[config.mk]
export PLATFORM = sky130hd
export DESIGN_NAME = calc1_port_driver
export DESIGN_NICKNAME = d
export VERILOG_FILES = /design/src/rtl/calc1_port_driver.sv
export SDC_FILE = /design/constraint.sdc
export NUM_CORES = 1
export LEC_CHECK = 0
export BUFFER_PORTS_ARGS = -buffer_cell sky130_fd_sc_hd__buf_4
export CAP_MARGIN = 20
export CORE_MARGIN = 3
export CORE_UTILIZATION = 30
export DETAILED_ROUTE_END_ITERATION = 10
export GPL_ROUTABILITY_DRIVEN = 0
export GPL_TIMING_DRIVEN = 0
export PLACE_DENSITY = 0.61
export SKIP_CTS_REPAIR_TIMING = 1
export SYNTH_ARGS = -nofsm -noshare
export SYNTH_HDL_FRONTEND = slang
export SYNTH_SLANG_ARGS = --single-unit
[constraint.sdc]
create_clock -name c_clk -period 1.79 [get_ports c_clk]
set_input_delay 0.2685 -clock c_clk [delete_from_list [all_inputs] [get_ports c_clk]]
set_output_delay 0.2685 -clock c_clk [all_outputs]
set_load 0.03 [all_outputs]
[src/rtl/calc1_port_driver.sv]
// Drives one calc1 port: sends a two-beat request, waits for a response or a
// timeout, and reports a one-cycle result strobe with the captured response.
module calc1_port_driver #(
  parameter int unsigned TIMEOUT = 15
) (
  input  logic        c_clk,
  input  logic        reset,
  input  logic        op_valid,
  output logic        op_ready,
  input  logic [0:3]  op_cmd,
  input  logic [0:31] op_a,
  input  logic [0:31] op_b,
  output logic [0:3]  req_cmd_out,
  output logic [0:31] req_data_out,
  input  logic [0:1]  out_resp,
  input  logic [0:31] out_data,
  output logic        res_valid,
  output logic [0:1]  res_resp,
  output logic [0:31] res_data,
  output logic        res_timeout,
  output logic        spurious_resp
);

  localparam int unsigned CNT_W = 8;
  localparam logic [CNT_W-1:0] CNT_LAST = CNT_W'(TIMEOUT - 1);

  typedef enum logic [2:0] {
    S_IDLE,
    S_SEND1,
    S_SEND2,
    S_WAIT,
    S_DONE
  } state_e;

  state_e           state_q, state_d;
  logic [CNT_W-1:0] cnt_q, cnt_d;
  logic [0:31]      b_q, b_d;
  logic             op_ready_q, op_ready_d;
  logic [0:3]       req_cmd_q, req_cmd_d;
  logic [0:31]      req_data_q, req_data_d;
  logic             res_valid_q, res_valid_d;
  logic [0:1]       res_resp_q, res_resp_d;
  logic [0:31]      res_data_q, res_data_d;
  logic             res_timeout_q, res_timeout_d;
  logic             spurious_q, spurious_d;

  // Outputs are derived from the next state so they line up with it once registered.
  always_comb begin
    state_d       = state_q;
    cnt_d         = cnt_q;
    b_d           = b_q;
    req_cmd_d     = '0;
    req_data_d    = '0;
    res_resp_d    = res_resp_q;
    res_data_d    = res_data_q;
    res_timeout_d = res_timeout_q;
    spurious_d    = spurious_q | ((state_q != S_WAIT) && (out_resp != 2'b00));

    case (state_q)
      S_IDLE: begin
        if (op_valid && op_ready_q) begin
          b_d = op_b;
          if (op_cmd != 4'b0000) begin
            state_d    = S_SEND1;
            req_cmd_d  = op_cmd;
            req_data_d = op_a;
          end else begin
            state_d       = S_DONE;
            res_resp_d    = 2'd2;
            res_data_d    = '0;
            res_timeout_d = 1'b0;
          end
        end
      end
      S_SEND1: begin
        state_d    = S_SEND2;
        req_data_d = b_q;
      end
      S_SEND2: begin
        state_d = S_WAIT;
        cnt_d   = '0;
      end
      S_WAIT: begin
        // A response on the final wait cycle wins over the timeout.
        if (out_resp != 2'b00) begin
          state_d       = S_DONE;
          res_resp_d    = out_resp;
          res_data_d    = out_data;
          res_timeout_d = 1'b0;
        end else if (cnt_q == CNT_LAST) begin
          state_d       = S_DONE;
          res_resp_d    = '0;
          res_data_d    = '0;
          res_timeout_d = 1'b1;
        end else begin
          cnt_d = cnt_q + 1'b1;
        end
      end
      S_DONE:  state_d = S_IDLE;
      default: state_d = S_IDLE;
    endcase

    op_ready_d  = (state_d == S_IDLE);
    res_valid_d = (state_d == S_DONE);
  end

  always_ff @(posedge c_clk) begin
    if (!reset) begin
      state_q       <= S_IDLE;
      cnt_q         <= '0;
      b_q           <= '0;
      op_ready_q    <= 1'b0;
      req_cmd_q     <= '0;
      req_data_q    <= '0;
      res_valid_q   <= 1'b0;
      res_resp_q    <= '0;
      res_data_q    <= '0;
      res_timeout_q <= 1'b0;
      spurious_q    <= 1'b0;
    end else begin
      state_q       <= state_d;
      cnt_q         <= cnt_d;
      b_q           <= b_d;
      op_ready_q    <= op_ready_d;
      req_cmd_q     <= req_cmd_d;
      req_data_q    <= req_data_d;
      res_valid_q   <= res_valid_d;
      res_resp_q    <= res_resp_d;
      res_data_q    <= res_data_d;
      res_timeout_q <= res_timeout_d;
      spurious_q    <= spurious_d;
    end
  end

  assign op_ready      = op_ready_q;
  assign req_cmd_out   = req_cmd_q;
  assign req_data_out  = req_data_q;
  assign res_valid     = res_valid_q;
  assign res_resp      = res_resp_q;
  assign res_data      = res_data_q;
  assign res_timeout   = res_timeout_q;
  assign spurious_resp = spurious_q;

endmodule

==> impl_metrics.toml, run 1 <==
[outcome]
status = "finished with violations"
violations = "setup timing"

[power_and_ir_drop]
pwr_density_cell_nw_per_um2 = 1130
vdd_drop_max_v = 0.000641
clkPwrFrac_pct = 46.3
power_switching_mw = 1.80
power.share.switching_pct = 24.7
leakagePower_nw = 2.79
seqPwrFrac_pct = 38.8
finalPower_mw = 7.27
p_int_mw = 5.48
p_comb_share_pct = 14.9

[sta]
fin_crit_sh_pct = 101
setup_ws_ns = -0.0133
hold_viol_final = 0
setup_viol = 1
clock_skew_ns = 0.00623
fin_crit_ns = 1.80
worst_slew_pin_slew_ns = 0.769
fin_hold_ws_ns = 0.0690
max_freq_mhz = 555
maxSlewViolCount = 0
rsz0062_at_grt = "yes"
relSlewSlack_pct = 48.2
tns_ns = -0.0133

[critical_path]
cp.required_ns = 2.09
end_kind = "flip-flop"
crit_slowest_cell = "or4b_1"
path_class = "flip-flop to flip-flop"
path_max_fanout = 10
cp_slowest_stage_delay_ns = 0.59
crit_arrival_ns = 2.10
crit_buf_inv = 1
crit_family = "simple AND/OR/NAND/NOR gates"
cp_cell_sequence = "or4b_1 > o211ai_4 > buf_4 > o21ai_1 > nor4_2"
r2r_slack_ns = -0.01
crit_path_start_kind = "flip-flop"

[drt]
routed_via_density = 4.77
drt-total-wl_um = 12300
ant_nets = 0
drtIter0Drc = 158
drcViolationCount = 0
dr_total_vias = 3795
first_pass_iters = 5
wl_per_cell_um = 15.5

[grt]
grtUsageTotal_pct = 15.9
antenna_found_initial = 0
grt_start_max_net_pins = 17
grt_overflow = 0
grt_pass1_wl_um = 18200
grt_pass1_vias = 3647

[place]
place_ws_ns = -0.0924
dp_hpwl_um = 9050
numPortBuffers = 178

[cts]
htreeDepth = 4
clk_pin_slew_worst_paths_ns = 0.05
cts_sinks = 117
tritoncts = "built"
clockBufferDepth = 2
cts-buffers-inserted = 17
root_buffer = "clkbuf_16"
clock_latency_ns = 0.41

[logic_synthesis]
synth.avg_cell_area_um2 = 10.1
synth-async-reset-ratio_pct = 0
yosysMostFrequentCell = "dfxtp_1"
ys_seq_area_share_pct = 57.9
synth_warnings = 0
ys_top_cells_by_count = "dfxtp_1, nand2_1, a22o_1"
synth_edf_count = 0
synthTopCellsByArea = "dfxtp_1, a22o_1, nand2_1"
synth_nets = 507
yosysTopAreaCell = "dfxtp_1"
synth_top_area_share_pct = 57.9
netlist_instances = 400
syn_area_um2 = 4050
ys.flop_type = "dfxtp_1"
synth-seq-cells = 117
synth_cell_types = 44

[job]
maxCapViolCount = 0

[cells_and_area]
final_nets = 719
antenna_cells = 0
utilization_pct = 49.9
synthToLayoutAreaGrowth_pct = 58.9
drive_gt1_share_pct = 42.0

[floorplanning]
die_w_um = 122
dieArea_um2 = 14900
initial_core_util_pct = 31.4
num_rows = 41
io_pins = 179
coreArea_um2 = 12900
die_h_um = 122

[min_path]
hp-class = "input pin to flip-flop"
==> power by group through the flow <==
| stage | logic (mW) | registers, mW | clock network, mW |
|---|---|---|---|
| after floorplan | 0.449 | 2.99 | 0 |
| after global placement | 0.983 | 2.87 | 0 |
| after detailed placement | 0.995 | 2.88 | 0 |
| after CTS | 0.999 | 2.82 | 3.43 |
| after global routing | 1.18 | 2.84 | 3.54 |
| final | 1.08 | 2.82 | 3.37 |
==> through the flow <==
stage / cells / instance area, um^2
2_1_floorplan: 400 / 4050
3_3_place_gp: 750 / 5600
3_5_place_dp: 750 / 5600
4_1_cts: 781 / 6190
5_1_grt: 796 / 6430
6_report: 796 / 6430
==> state kept, by name (all words and copies together) (netlist names) <==
| signal | flops |
|---|---|
| res_data | 32 |
| res_timeout | 1 |
| b_q | 32 |
| spurious_resp | 1 |
| req_cmd_out | 4 |
| req_data_out | 32 |
| res_resp | 2 |
| cnt_q | 8 |
| res_valid | 1 |
| op_ready | 1 |
| state_q | 3 |
==> layout by cell type, fill, tap and decap left out, drive strengths merged, types with 3 or more instances in the layout <==
cell | netlist | routed
nand2 | 72 | 72
o31ai | 3 | 3
nor3 | 3 | 3
a21oi | 38 | 38
dfxtp | 117 | 117
buf | 15 | 209
clkbuf | 12 | 31
inv | 3 | 3
nor2 | 17 | 17
a22oi | 12 | 12
bufinv | 0 | 3
or3 | 5 | 5
or4 | 3 | 3
nand3 | 4 | 4
a22o | 52 | 52
o21ai | 8 | 8
clkinv | 0 | 7
and3 | 6 | 6
and2 | 4 | 4
==> layout make-up <==
class	instances	area, um^2
Tap cell	172	215
Sequential cell	117	2350
Multi-Input combinational cell	253	1600
Clock inverter	11	133
Inverter	3	13.8
Timing Repair Buffer	194	1480
Buffer	26	181
Fill cell	1190	6440
Clock buffer	20	457
==> path summary, 6_finish.rpt <==
check	depth (start not counted)	endpoint	from
max	5	op_ready	cnt_q[4]
min	2	res_data[29]	out_data[29]
max reg2reg	5	op_ready	cnt_q[4]
min reg2reg	2	b_q[24]	b_q[24]
==> cell families after synthesis <==
group                      after synthesis  synth area share, %
DFF                                    117                 57.9
and+or+nand+nor                        127                 14.9
AOI/OAI and AO/OA                      124                 22.4
buffers and inverters                   30                 4.20
adders and majority gates                2                0.618
==> routing by layer <==
layer  track usage, %  part of all wire [%]  vias up
met2             26.5                    48      153
met4             5.25                   1.4        0
met5                0                     0        -
met3             6.64                   8.9       13
li1                 -                     -     1865
met1             18.6                    41     1764
Power figures use the tool's default switching activity.
==> run 2, diff against run 1 <==
CORE_UTILIZATION = 47   (was 30)
PLACE_DENSITY = 0.8   (was 0.61)
==> impl_metrics.toml, run 2 (synthesis results as in run 1) <==
[grt]
grt_pass1_wl_um = 17900
grtUsageTotal_pct = 22.9
grt_overflow = 0
grt_start_max_net_pins = 17
grt_pass1_vias = 3765
antenna_found_initial = 0

[cts]
clk_pin_slew_worst_paths_ns = 0.06
clockBufferDepth = 2
cts_sinks = 117
tritoncts = "built"
htreeDepth = 4
clock_latency_ns = 0.50
cts-buffers-inserted = 17
root_buffer = "clkbuf_8"

[sta]
setup_viol = 21
rsz0062_at_grt = "yes"
relSlewSlack_pct = 31.6
fin_crit_sh_pct = 106
worst_slew_pin_slew_ns = 1.02
clock_skew_ns = 0.00838
setup_ws_ns = -0.103
fin_hold_ws_ns = 0.00898
hold_viol_final = 0
fin_crit_ns = 1.89
max_freq_mhz = 528
maxSlewViolCount = 0

[drt]
ant_nets = 0
first_pass_iters = 5
drt-total-wl_um = 13200
drtIter0Drc = 169
dr_total_vias = 4097
wl_per_cell_um = 17.0
routed_via_density = 5.28
drcViolationCount = 0

[critical_path]
crit_buf_inv = 2
crit_start = "cnt_q[0]"
end_kind = "flip-flop"
path_class = "flip-flop to flip-flop"
cp_cell_sequence = "inv_4 > ha_4 > nand4b_1 > o211ai_2 > buf_4 > or4_1 > a21oi_2"
cp.required_ns = 2.21
worstReg2RegStart = "cnt_q[0]"
crit_arrival_ns = 2.31
crit_slowest_cell = "or4_1"
cp_slowest_stage_delay_ns = 0.55
crit_family = "simple AND/OR/NAND/NOR gates"
path_max_fanout = 5
crit_path_start_kind = "flip-flop"

[cells_and_area]
stdcell_count = 776
finalInstanceArea_um2 = 6750
synthToLayoutAreaGrowth_pct = 66.8
drive_gt1_share_pct = 39.6
antenna_cells = 0
final_nets = 765
utilization_pct = 81.3
final_common_cell = "buf_4"
final_cell_mix = "buf_4, dfxtp_1, nand2_1, a22o_1, dlygate4sd3_1"

[floorplanning]
io_pins = 179
initial_core_util_pct = 48.8
coreArea_um2 = 8300
die_w_um = 98.8
die_h_um = 98.8
num_rows = 33
dieArea_um2 = 9760

[min_path]
hp-class = "input pin to flip-flop"
hp-start = "out_data[28]"

[place]
placed_cells = 683
dp_hpwl_um = 8220
placed_area_um2 = 5510
numPortBuffers = 178
place_ws_ns = -0.0906

[power_and_ir_drop]
leakagePower_nw = 2.93
pwr_density_cell_nw_per_um2 = 1050
seqPwrFrac_pct = 39.7
vdd_drop_max_v = 0.000856
power_switching_mw = 1.91
p_comb_share_pct = 16.4
p_int_mw = 5.18
power.share.switching_pct = 27.0
clkPwrFrac_pct = 43.9

[outcome]
status = "finished with violations"
violations = "setup timing"

[job]
maxCapViolCount = 0
run 2: cell types whose count changed in the layout (fill, tap and decap cells not counted), moves of 3 or more:
cell	change
inv_6	+3
a21oi_1	-3
dlygate4sd3_1	+50
clkinv_2	-5
buf_8	-3
a21oi_2	+3
clkinvlp_4	+5
run 2: metal layers:
| metal | routed length [um] | vias to the layer above | track usage (%) | share of wire [%] |
|---|---|---|---|---|
| li1 | - | 1959 | - | - |
| met5 | 0 | - | 0 | 0 |
| met2 | 6880 | 197 | 38.7 | 52 |
| met1 | 4880 | 1924 | 25.9 | 37 |
| met3 | 1230 | 17 | 9.98 | 9.3 |
| met4 | 236 | 0 | 7.77 | 1.8 |
run 2: final timing paths:
path / end / slack (ns) / cells after the start
max reg2reg: cnt_q[5] / -0.10 / 7
max: cnt_q[5] / -0.10 / 7
min: res_data[28] / 0.009 / 2
min reg2reg: b_q[23] / 0.46 / 2
run 2: worst register-to-register path: stages, from the launching register on:
cell	delay (ns)
dfxtp_4	0.38
inv_4	0.05
ha_4	0.15
nand4b_1	0.20
o211ai_2	0.15
buf_4	0.16
or4_1	0.55
a21oi_2	0.18
run 2: layout make-up:
cell class / instances / area [um^2]
fill: 460 / 1550
clock buffer: 18 / 428
tap: 105 / 131
sequential: 117 / 2350
timing repair buffer: 240 / 1930
multi-input combinational: 253 / 1600
clock inverter: 14 / 129
buffer: 26 / 165
inverter: 3 / 13.8
run 2: metrics by stage:
stage / TNS (ns) / total power, mW
after floorplan: 0 / 3.44
after CTS: -3.11 / 6.95
after global routing: -2.81 / 7.36
final: -0.433 / 7.09
after detailed placement: -2.69 / 3.86
after global placement: -1.01 / 3.83
run 2: power groups by stage:
stage                     clock network (mW)  registers [mW]  logic (mW)
after floorplan                            0            2.99       0.449
after global placement                     0            2.86       0.964
after detailed placement                   0            2.87       0.986
after CTS                               3.14            2.82       0.993
after global routing                    3.27            2.83        1.25
final                                   3.11            2.82        1.16
==> run 3, diff against run 2 <==
GPL_TIMING_DRIVEN = unset   (was 0)
==> impl_metrics.toml, run 3 (synthesis results as in run 1) <==
[critical_path]
cp.required_ns = 2.17
path_class = "flip-flop to flip-flop"
path_max_fanout = 8
end_kind = "flip-flop"
r2r_slack_ns = -0.09
cp_cell_sequence = "inv_2 > ha_4 > nand4b_1 > buf_6 > o211ai_4 > buf_6 > a31oi_4 > a22o_1"
worstReg2RegStart = "cnt_q[0]"
timing.rr.end = "res_data[4]"
crit_path_start_kind = "flip-flop"
crit_slowest_cell = "dfxtp_2"
crit_family = "compound AO/OA/AOI/OAI gates"
cpMostUsedCell = "buf_6"
crit_buf_inv = 3
cp_slowest_stage_delay_ns = 0.32
r2r_cells = 8
crit_arrival_ns = 2.26

[place]
placed_cells = 676
numPortBuffers = 178
dp_hpwl_um = 7670
placed_area_um2 = 5540

[cts]
tritoncts = "built"
root_buffer = "clkbuf_8"
clk_pin_slew_worst_paths_ns = 0.06
clock_latency_ns = 0.50
clockBufferDepth = 2
htreeDepth = 4
cts-buffers-inserted = 17
cts_sinks = 117

[min_path]
hold_path_end = "req_cmd_out[1]"
hp-class = "input pin to flip-flop"
whs_path_depth = 2
hp-start = "op_cmd[1]"

[grt]
grt_start_max_net_pins = 35
grt_overflow = 0
grt_pass1_vias = 3627
antenna_found_initial = 0
grtUsageTotal_pct = 22.1
grt_pass1_wl_um = 17300

[drt]
routed_via_density = 5.36
first_pass_iters = 5
wl_per_cell_um = 17.9
ant_nets = 0
drtIter0Drc = 155
drt-total-wl_um = 13800
dr_total_vias = 4135
drcViolationCount = 0

[sta]
relSlewSlack_pct = 66.2
worst_slew_pin_slew_ns = 0.501
max_freq_mhz = 532
tns_ns = -1.38
maxSlewViolCount = 0
rsz0062_at_grt = "yes"
setup_viol = 26
fin_hold_ws_ns = 0.0101
fin_crit_sh_pct = 105
hold_viol_final = 0
clock_skew_ns = 0.0127
fin_crit_ns = 1.88
setup_ws_ns = -0.0911

[cells_and_area]
finalInstanceArea_um2 = 6850
drive_gt1_share_pct = 39.0
final_cell_mix = "buf_4, dfxtp_1, nand2_1, dlygate4sd3_1, a22o_1"
antenna_cells = 0
final_common_cell = "buf_4"
final_nets = 762
synthToLayoutAreaGrowth_pct = 69.4
stdcell_count = 771

[floorplanning]
initial_core_util_pct = 48.8
num_rows = 33
io_pins = 179
dieArea_um2 = 9760
coreArea_um2 = 8300
die_w_um = 98.8
die_h_um = 98.8

[power_and_ir_drop]
pwr_density_cell_nw_per_um2 = 1050
finalPower_mw = 7.20
leakagePower_nw = 2.96
vdd_drop_max_v = 0.000771

[outcome]
violations = "setup timing"
status = "finished with violations"

[job]
maxCapViolCount = 0
## run 3: worst reg2reg max path: cells and delay by family, from the launching register on
family	cells	cell delay [ns]
AO/OA/AOI/OAI	3	0.74
adder cells (fa/ha/maj)	1	0.12
buffers and inverters	3	0.45
AND/OR/NAND/NOR	1	0.15
flip-flops	1	0.32
## run 3: worst max path at each step
stage	from	to	slack, ns	cells after the start
after global placement	state_q[1]	res_data[17]	-0.13	4
after CTS	state_q[1]	res_data[14]	-0.20	4
after detailed placement	state_q[1]	res_data[27]	-0.18	4
final	cnt_q[0]	res_data[4]	-0.09	8
after global routing	cnt_q[0]	res_data[4]	-0.15	8
after floorplan	state_q[0]	res_resp[0]	0.17	5
## run 3: stage by stage
step,setup WS [ns],utilization (%)
CTS,-0.197,73.4
global route,-0.146,82.6
global placement,-0.131,66.7
detailed placement,-0.180,66.7
finish,-0.0911,82.6
floorplan,0.172,-
## run 3: cell type report
type,count,area [um^2]
inverters,3,11.3
clock inverters,9,105
fillers,454,1450
repair buffers,259,2130
well taps,105,131
clock buffers,21,449
multi-input cells,257,1690
flip-flops and latches,117,2340
## run 3: routing by layer
metal  vias up  part of all wire (%)  GRT usage [%]
met5         -                     0              0
met4         0                   2.6           8.82
met3        28                   8.8           9.84
met2       198                    51           36.1
met1      1955                    37           25.4
li1       1954                     -              -
## run 3: where the power goes
part	internal, mW	switching, mW	total [mW]	leakage [nW]
combinational	0.581	0.658	1.24	1.75
clock	2.03	1.12	3.15	0.262
sequential	2.75	0.0661	2.82	0.948
total	5.36	1.85	7.20	2.96
